$ cat src/rtl/fifo_read_port_pkg.sv
// ============================================================================
// Module      : fifo_read_port_pkg
// Description : Shared FSM state type and parameter defaults for fifo_read_port.
// Revision    : 1.0 - initial release
// ============================================================================
`default_nettype none

package fifo_read_port_pkg;

  localparam int DATA_W_DEFAULT = 4;
  localparam int CNT_W_DEFAULT  = 9;

  typedef enum logic [1:0] {
    S_IDLE    = 2'd0,
    S_POP     = 2'd1,
    S_WAIT    = 2'd2,
    S_CAPTURE = 2'd3
  } state_t;

endpackage

`default_nettype wire

$ cat src/rtl/Bin2Seg.sv
// ============================================================================
// Module      : Bin2Seg
// Description : 4-bit binary to active-low seven-segment decoder (gfedcba).
// Revision    : 1.0 - initial release
// ============================================================================
`default_nettype none

module Bin2Seg (
  input  logic [3:0] bin,
  output logic [6:0] seg
);

  always_comb begin
    seg = 7'h7F;
    case (bin)
      4'h0: seg = 7'h40;
      4'h1: seg = 7'h79;
      4'h2: seg = 7'h24;
      4'h3: seg = 7'h30;
      4'h4: seg = 7'h19;
      4'h5: seg = 7'h12;
      4'h6: seg = 7'h02;
      4'h7: seg = 7'h78;
      4'h8: seg = 7'h00;
      4'h9: seg = 7'h10;
      4'hA: seg = 7'h08;
      4'hB: seg = 7'h03;
      4'hC: seg = 7'h46;
      4'hD: seg = 7'h21;
      4'hE: seg = 7'h06;
      4'hF: seg = 7'h0E;
      default: seg = 7'h7F;
    endcase
  end

endmodule

`default_nettype wire

$ cat src/rtl/fifo_read_port.sv
// ============================================================================
// Module      : fifo_read_port
// Description : Push-key driven FIFO read port with word counter and 7-seg
//               display. Define FIFO_READ_PORT_SHOWAHEAD_EN for show-ahead FIFOs.
// Revision    : 1.0 - initial release
// ============================================================================
`default_nettype none

module fifo_read_port
  import fifo_read_port_pkg::*;
#(
  parameter int DATA_W = DATA_W_DEFAULT,
  parameter int CNT_W  = CNT_W_DEFAULT
) (
  input  logic              clk,
  input  logic              reset,
  input  logic              rdbtn,
  input  logic              fifo_empty,
  input  logic [DATA_W-1:0] fifo_q,
  output logic              fifo_rdreq,
  output logic [DATA_W-1:0] data_out,
  output logic              data_valid,
  output logic              underflow,
  output logic [CNT_W-1:0]  rd_count,
  output logic [6:0]        HEX0,
  output logic [6:0]        HEX1,
  output logic [6:0]        HEX2,
  output logic [6:0]        HEX3
);

  state_t            state_q, state_d;
  logic              sync1_q, sync1_d, sync2_q, sync2_d, prev_q, prev_d;
  logic [1:0]        fill_q, fill_d;
  logic              armed_q, armed_d;
  logic              rdreq_q, rdreq_d, valid_q, valid_d, uflow_q, uflow_d;
  logic [DATA_W-1:0] dout_q, dout_d;
  logic [CNT_W-1:0]  count_q, count_d;
  logic [3:0]        ones_q, ones_d, tens_q, tens_d, hund_q, hund_d;
  logic [31:0]       count_ext;
  logic              req;

  // Edge detection stays disarmed until the synchroniser has filled and shown
  // the key released, so a key held through reset never fires.
  always_comb begin
    sync1_d = rdbtn;
    sync2_d = sync1_q;
    prev_d  = sync2_q;
    fill_d  = {fill_q[0], 1'b1};
    armed_d = armed_q | (fill_q[1] & ~sync2_q);
    req     = sync2_q & ~prev_q & armed_q;
  end

  always_comb begin
    state_d = state_q;
    rdreq_d = 1'b0;
    valid_d = 1'b0;
    uflow_d = 1'b0;
    dout_d  = dout_q;
    count_d = count_q;
    case (state_q)
      S_IDLE: begin
        if (req) begin
          if (fifo_empty) begin
            uflow_d = 1'b1;
          end else begin
            state_d = S_POP;
            rdreq_d = 1'b1;
`ifdef FIFO_READ_PORT_SHOWAHEAD_EN
            dout_d  = fifo_q;
`endif
          end
        end
      end
      S_POP: begin
`ifdef FIFO_READ_PORT_SHOWAHEAD_EN
        state_d = S_CAPTURE;
        valid_d = 1'b1;
        count_d = count_q + CNT_W'(1);
`else
        state_d = S_WAIT;
`endif
      end
      S_WAIT: begin
        // Read data is valid here after the one-cycle BRAM latency.
        state_d = S_CAPTURE;
        dout_d  = fifo_q;
        valid_d = 1'b1;
        count_d = count_q + CNT_W'(1);
      end
      S_CAPTURE: state_d = S_IDLE;
      default:   state_d = S_IDLE;
    endcase
  end

  always_comb begin
    count_ext = 32'(count_q);
    ones_d    = 4'(count_ext % 32'd10);
    tens_d    = 4'((count_ext / 32'd10) % 32'd10);
    hund_d    = 4'(count_ext / 32'd100);
  end

  always_ff @(posedge clk or posedge reset) begin
    if (reset) begin
      state_q <= S_IDLE;
      sync1_q <= 1'b0;
      sync2_q <= 1'b0;
      prev_q  <= 1'b0;
      fill_q  <= 2'b00;
      armed_q <= 1'b0;
      rdreq_q <= 1'b0;
      valid_q <= 1'b0;
      uflow_q <= 1'b0;
      dout_q  <= '0;
      count_q <= '0;
      ones_q  <= 4'd0;
      tens_q  <= 4'd0;
      hund_q  <= 4'd0;
    end else begin
      state_q <= state_d;
      sync1_q <= sync1_d;
      sync2_q <= sync2_d;
      prev_q  <= prev_d;
      fill_q  <= fill_d;
      armed_q <= armed_d;
      rdreq_q <= rdreq_d;
      valid_q <= valid_d;
      uflow_q <= uflow_d;
      dout_q  <= dout_d;
      count_q <= count_d;
      ones_q  <= ones_d;
      tens_q  <= tens_d;
      hund_q  <= hund_d;
    end
  end

  assign fifo_rdreq = rdreq_q;
  assign data_out   = dout_q;
  assign data_valid = valid_q;
  assign underflow  = uflow_q;
  assign rd_count   = count_q;

  Bin2Seg u_hex0 (.bin(dout_q[3:0]), .seg(HEX0));
  Bin2Seg u_hex1 (.bin(ones_q),      .seg(HEX1));
  Bin2Seg u_hex2 (.bin(tens_q),      .seg(HEX2));
  Bin2Seg u_hex3 (.bin(hund_q),      .seg(HEX3));

endmodule

`default_nettype wire

$ cat config.mk
export PLATFORM = sky130hd
export DESIGN_NAME = fifo_read_port
export DESIGN_NICKNAME = d
export VERILOG_FILES = /design/src/rtl/fifo_read_port_pkg.sv /design/src/rtl/Bin2Seg.sv /design/src/rtl/fifo_read_port.sv
export SDC_FILE = /design/constraint.sdc
export NUM_CORES = 1
export LEC_CHECK = 0
export CAP_MARGIN = 30
export CORE_MARGIN = 5
export CORE_UTILIZATION = 55
export DETAILED_ROUTE_END_ITERATION = 12
export PLACE_DENSITY = 0.81
export SETUP_SLACK_MARGIN = 0.4
export SYNTH_ARGS = -nofsm -noshare
export SYNTH_HDL_FRONTEND = slang
export SYNTH_SLANG_ARGS = --single-unit
$ cat constraint.sdc
create_clock -name clk -period 8.4 [get_ports clk]
set_input_delay 1.68 -clock clk [delete_from_list [all_inputs] [get_ports clk]]
set_output_delay 1.68 -clock clk [all_outputs]
set_load 0.02 [all_outputs]
==> out/summary.txt, run 1 <==
status - complete, no violations
Yosys top cell area share - 24.3%
Setup Buffers After CTS - 0
sequential area share after synthesis - 24.3%
DRT Wirelength - 8220 microns
synth unique cells - 76
critical path class - flop to flop
die height - 91 microns
final hold slack - 0.345 ns
reg2reg setup slack - 3.64 ns
cts bufs inserted - 5
first-pass GRT wire length - 14200 microns
initial antenna violation count - 0
maxcap violations - 0
Global Route Usage Sum - 19.8%
Bufs on Longest Clock Path - 2
vias in the first global route - 3114
leak pwr - 1.76 nW
Crit path max-delay family - compound AO/OA/AOI/OAI gates
power per standard cell area - 337 nW/um^2
Synthesized Nets - 485
fin nets - 519
met3 Use GR - 2.81%
Hold WC Path Type - flop to flop
max-slew violation count - 0
Vias - 3340
CTS tree - built
synthesized instance count - 443
Fin Clk Skew - 0.0116 ns
worst-path cell chain - nor2_1 > inv_2 > ha_1 > nand2b_1 > o21ai_1 > nand2b_1 > inv_2 > maj3_1 > a21boi_2 > inv_1 > ha_1 > o21ai_1 > and2_1 > o21ai_0 > ha_1 > o21ai_1 > o41ai_1 > o31a_1
Synth area leader - dfrtp_1
synth warn - 0
clock sink total - 35
core area - 6350 sq um
Post-synth EDFFs - 0
share of cells above drive strength 1 - 7.11%
GR Layer Usage met1 - 26.7%
fmax - 210 MHz
unrepaired setup endpoints after global routing - no
final setup fails - 0
Via density - 6.02
Critical Path Start Type - flop
Worst path slowest cell - dfrtp_1
WP buf/inv - 3
area delta synth->final - 16.5%
routed len/inst - 14.8 microns
synthesized area - 3610 sq um
die area - 8280 sq um
Rows - 29
Mean Syn Cell Area - 8.15 sq um
total congestion overflow - 0
GR met2 Demand/Resource - 33.1%
Required @ worst endpoint - 8.57 ns
gpl congestion - 0.942
Critical Path End Type - flop
post-cts resize count - 0
ant diodes - 0
final hold vios - 0
CP max FO - 24
Initial Utilization - 56.8%
post-DP HPWL - 6040 microns
Async SR Flop Fraction - 100%
Area contributors post-synth - dfrtp_1 24%, ha_1 12%, o21ai_0 5.4%
Iter 0 DRT Violations - 226
flops & latches, synth - 35
Final period util - 56.7%
CTS H-Tree Depth - 2
slew margin rel. - 42.7%
clk_lat worst skew - 0.29 ns
setup TNS - 0 ns
arrival time at the worst endpoint - 4.93 ns
worst slew pin tran - 0.859 ns
Port Buf Inserts - 51
pin count of the biggest net entering global routing - 36
main flop type after synthesis - dfrtp_1
gr busiest metal - met2
worst vdd ir - 0.000268 V
I/O pins - 52
minimum clock period - 4.76 ns
Largest stage delay, worst path - 0.62 ns
Reg clk slew, reported paths - 0.08 ns
Root Driver - clkbuf_8
antenna-violating nets left - 0
die width - 91 microns
Initial DRT Pass Iterations - 5
Post-CTS Hold Buffers - 0
DRC violations left - 0
cell families (layout without fill, tap and decap cells):
| kind of cell | count (synthesis) | count (layout) | synth area share, % |
|---|---|---|---|
| AO/OA/AOI/OAI | 147 | 147 | 28.0 |
| AND/OR/NAND/NOR | 138 | 138 | 19.3 |
| buffers and inverters | 57 | 92 | 7.42 |
| adder cells (fa/ha/maj) | 36 | 36 | 12.3 |
| flip-flops | 35 | 35 | 24.3 |
| multiplexers | 15 | 15 | 4.96 |
| XOR/XNOR | 14 | 14 | 3.61 |
| other | 1 | 1 | 0.104 |
cell usage in the layout (no fill, tap or decap), types with 11 or more instances in the layout:
cell type	count
clkdlybuf4s50_1	51
o21ai_0	39
dfrtp_1	35
nor2_1	34
ha_1	34
nand2_1	32
inv_1	29
a21oi_1	26
nor3_1	13
nor2b_1	11
flip-flops by register name, indices dropped and copies added, names as in the netlist, 2 cells and up:
| signal | count |
|---|---|
| data_out | 4 |
| fill_q | 2 |
| hund_q | 3 |
| ones_q | 4 |
| rd_count | 9 |
| state_q | 2 |
| tens_q | 4 |
per-layer routing:
metal | vias up | part of all wire [%]
li1 | 1661 | -
met1 | 1529 | 43
met2 | 138 | 48
met3 | 12 | 7.6
met4 | 0 | 1.2
met5 | - | 0
cells in the mapped netlist (10+ instances only):
| master | number |
|---|---|
| mux2i_1 | 10 |
| a21oi_1 | 26 |
| nor2b_1 | 11 |
| nor2_1 | 34 |
| nor3_1 | 13 |
| xnor2_1 | 10 |
| nand2_1 | 32 |
| ha_1 | 34 |
| inv_1 | 29 |
| dfrtp_1 | 35 |
| nand2b_1 | 10 |
| nand3_1 | 10 |
| o21ai_0 | 39 |
final cells by class:
| type | instances | area, sq um |
|---|---|---|
| clock buffer | 5 | 68.8 |
| inverter | 32 | 133 |
| clock inverter | 3 | 47.5 |
| fill | 498 | 2150 |
| multi-input combinational | 351 | 2460 |
| timing repair buffer | 52 | 518 |
| sequential | 35 | 876 |
| tap | 77 | 96.3 |
final timing paths:
| check | start | endpoint | cells after the start |
|---|---|---|---|
| setup / recovery | rd_count[6]$_DFFE_PP0P_ | tens_q[3]$_DFF_PP0_ | 18 |
| hold / removal | fill_q[0]$_DFF_PP0_ | fill_q[1]$_DFF_PP0_ | 0 |
| setup reg to reg | rd_count[6]$_DFFE_PP0P_ | tens_q[3]$_DFF_PP0_ | 18 |
| hold reg to reg | fill_q[0]$_DFF_PP0_ | fill_q[1]$_DFF_PP0_ | 0 |
| max in group asynchronous | reset | tens_q[0]$_DFF_PP0_ | 3 |
| min in group asynchronous | reset | data_valid$_DFF_PP0_ | 3 |
where the power goes:
| part | total (mW) | switching [mW] | internal [mW] | leakage (nW) |
|---|---|---|---|---|
| Sequential | 0.326 | 0.109 | 0.217 | 0.440 |
| Clock | 0.154 | 0.0640 | 0.0899 | 0.0587 |
| Combinational | 0.938 | 0.495 | 0.443 | 1.26 |
| Total | 1.42 | 0.667 | 0.750 | 1.76 |
through the flow:
stage | area (sq um) | cells | util [%] | power (mW) | setup slack, ns
finish | 4200 | 555 | 66.2 | 1.42 | 3.64
global placement | 4090 | 547 | 64.4 | 1.24 | 3.93
floorplan | 3610 | 443 | - | 0.968 | 4.35
global route | 4200 | 555 | 66.2 | 1.53 | 3.21
CTS | 4200 | 555 | 66.2 | 1.42 | 3.71
detailed placement | 4090 | 547 | 64.4 | 1.26 | 3.75
Power figures use the tool's default switching activity.
==> inputs of run 2 (changes only) <==
Clock period 8.4 ns to 4.5 ns, I/O delays scaled along.
==> out/summary.txt, run 2 (synthesized netlist as in run 1, its figures left out) <==
critical path class - flop to flop
WP buf/inv - 4
post-place setup slack - 0.310 ns
setup TNS - 0 ns
setup ws final - 0.604 ns
minimum clock period - 3.90 ns
vias in the first global route - 3228
DP Area - 4170 sq um
met3 Use GR - 2.81%
Post-CTS Hold Buffers - 0
leak pwr - 1.82 nW
ant diodes - 0
final setup fails - 0
area delta synth->final - 20.2%
Global Route Usage Sum - 20.1%
routed len/inst - 14.9 microns
DRT Wirelength - 8430 microns
fin nets - 528
worst vdd ir - 0.000551 V
Iter 0 DRT Violations - 189
clk_lat worst skew - 0.29 ns
fmax - 257 MHz
CP startpoint - rd_count[7]$_DFFE_PP0P_
die width - 91 microns
initial antenna violation count - 0
arrival time at the worst endpoint - 4.06 ns
Initial DRT Pass Iterations - 5
Hold WC Path Type - flop to flop
GR Layer Usage met1 - 25.5%
share of cells above drive strength 1 - 9.65%
Fin Clk Skew - 0.00818 ns
max-slew violation count - 0
commonest non-fill, non-tap cell in the layout - clkdlybuf4s50_1
GR met2 Demand/Resource - 34.7%
status - complete, no violations
Initial Utilization - 56.8%
post-DP HPWL - 6360 microns
Reg clk slew, reported paths - 0.08 ns
gpl congestion - 0.922
Crit path max-delay family - adder cells
power per standard cell area - 616 nW/um^2
clock sink total - 35
Bufs on Longest Clock Path - 2
r2r startpoint - rd_count[7]$_DFFE_PP0P_
Critical Path Start Type - flop
slew margin rel. - 49.6%
core area - 6350 sq um
CTS tree - built
CTS H-Tree Depth - 2
pin count of the biggest net entering global routing - 24
I/O pins - 52
worst slew pin tran - 0.756 ns
Port Buf Inserts - 51
Largest stage delay, worst path - 0.42 ns
Vias - 3343
Via density - 5.93
commonest non-fill, non-tap cells in the layout - 51 x clkdlybuf4s50_1, 39 x o21ai_0, 35 x dfrtp_1
Worst path slowest cell - dfrtp_1
fill count - 522
die height - 91 microns
Rows - 29
Root Driver - clkbuf_8
first-pass GRT wire length - 14400 microns
worst-path cell chain - nor2_4 > inv_2 > ha_4 > nand2b_2 > o21ai_1 > nand2b_1 > inv_2 > maj3_1 > a21boi_4 > ha_1 > inv_1 > ha_1 > inv_1 > a31o_2 > and2_1 > o21ai_0 > ha_1 > o21ai_1 > o41ai_1 > o31a_1
unrepaired setup endpoints after global routing - no
Required @ worst endpoint - 4.67 ns
post-route cell area - 4340 sq um
antenna-violating nets left - 0
DRC violations left - 0
number of flip-flops in the largest register - 9
maxcap violations - 0
Final period util - 86.6%
Worst Hold Launch - fill_q[0]$_DFF_PP0_
total congestion overflow - 0
final hold vios - 0
CP max FO - 7
Critical Path End Type - flop
cell mode on critical path - ha_1
gr busiest metal - met2
die area - 8280 sq um
cts bufs inserted - 5
[run 2: path summary, 6_finish.rpt]
path / slack [ns] / to / cells after the start
max in group asynchronous: 3.01 / rd_count[3]$_DFFE_PP0P_ / 4
hold reg to reg: 0.35 / fill_q[1]$_DFF_PP0_ / 0
setup reg to reg: 0.60 / tens_q[3]$_DFF_PP0_ / 20
hold / removal: 0.35 / fill_q[1]$_DFF_PP0_ / 0
min in group asynchronous: 0.89 / state_q[0]$_DFFE_PP0P_ / 2
setup / recovery: 0.60 / tens_q[3]$_DFF_PP0_ / 20
[run 2: power breakdown]
part | internal, mW | leakage (nW) | switching [mW]
sequential | 0.406 | 0.440 | 0.181
combinational | 0.843 | 1.33 | 0.955
clock | 0.168 | 0.0587 | 0.117
[run 2: final cells by class]
type | instances | area [sq um] | share of cell area (%)
clock buffers | 5 | 68.8 | 1.59
clock inverters | 3 | 47.5 | 1.10
inverters | 32 | 133 | 3.06
multi-input cells | 351 | 2510 | 57.9
flip-flops and latches | 35 | 876 | 20.2
well taps | 77 | 96.3 | 2.22
repair buffers | 61 | 606 | 14.0
[run 2: layer usage]
metal | vias up | part of all wire, %
met5 | - | 0
met4 | 0 | 2.1
met3 | 13 | 5.0
met2 | 101 | 48
li1 | 1675 | -
met1 | 1554 | 45
[run 2: worst register-to-register path, stage by stage, from the launching register on]
cell      delay [ns]
dfrtp_1         0.42
nor2_4          0.16
inv_2           0.08
ha_4            0.28
nand2b_2        0.16
o21ai_1         0.11
nand2b_1        0.16
inv_2           0.08
maj3_1          0.39
a21boi_4        0.21
ha_1            0.18
inv_1           0.04
ha_1            0.26
inv_1           0.07
a31o_2          0.19
and2_1          0.17
o21ai_0         0.09
ha_1            0.23
o21ai_1         0.10
o41ai_1         0.10
o31a_1          0.30
[run 2: what timing repair did]
item                                   4_1_cts  5_1_grt
resized for setup                            0        7
pin swaps                                    0        1
setup endpoints to repair                    2        6
buffers inserted                             1        0
endpoints found under the hold margin        0        0
[run 2: stage by stage]
step	total power [mW]	cells	util [%]	hold WS [ns]
after floorplan	1.81	443	-	0.331
after global placement	2.32	554	65.2	0.332
after detailed placement	2.39	555	65.6	0.339
after CTS	2.67	564	67.6	0.350
after global routing	2.89	564	68.3	0.363
final	2.67	564	68.3	0.353
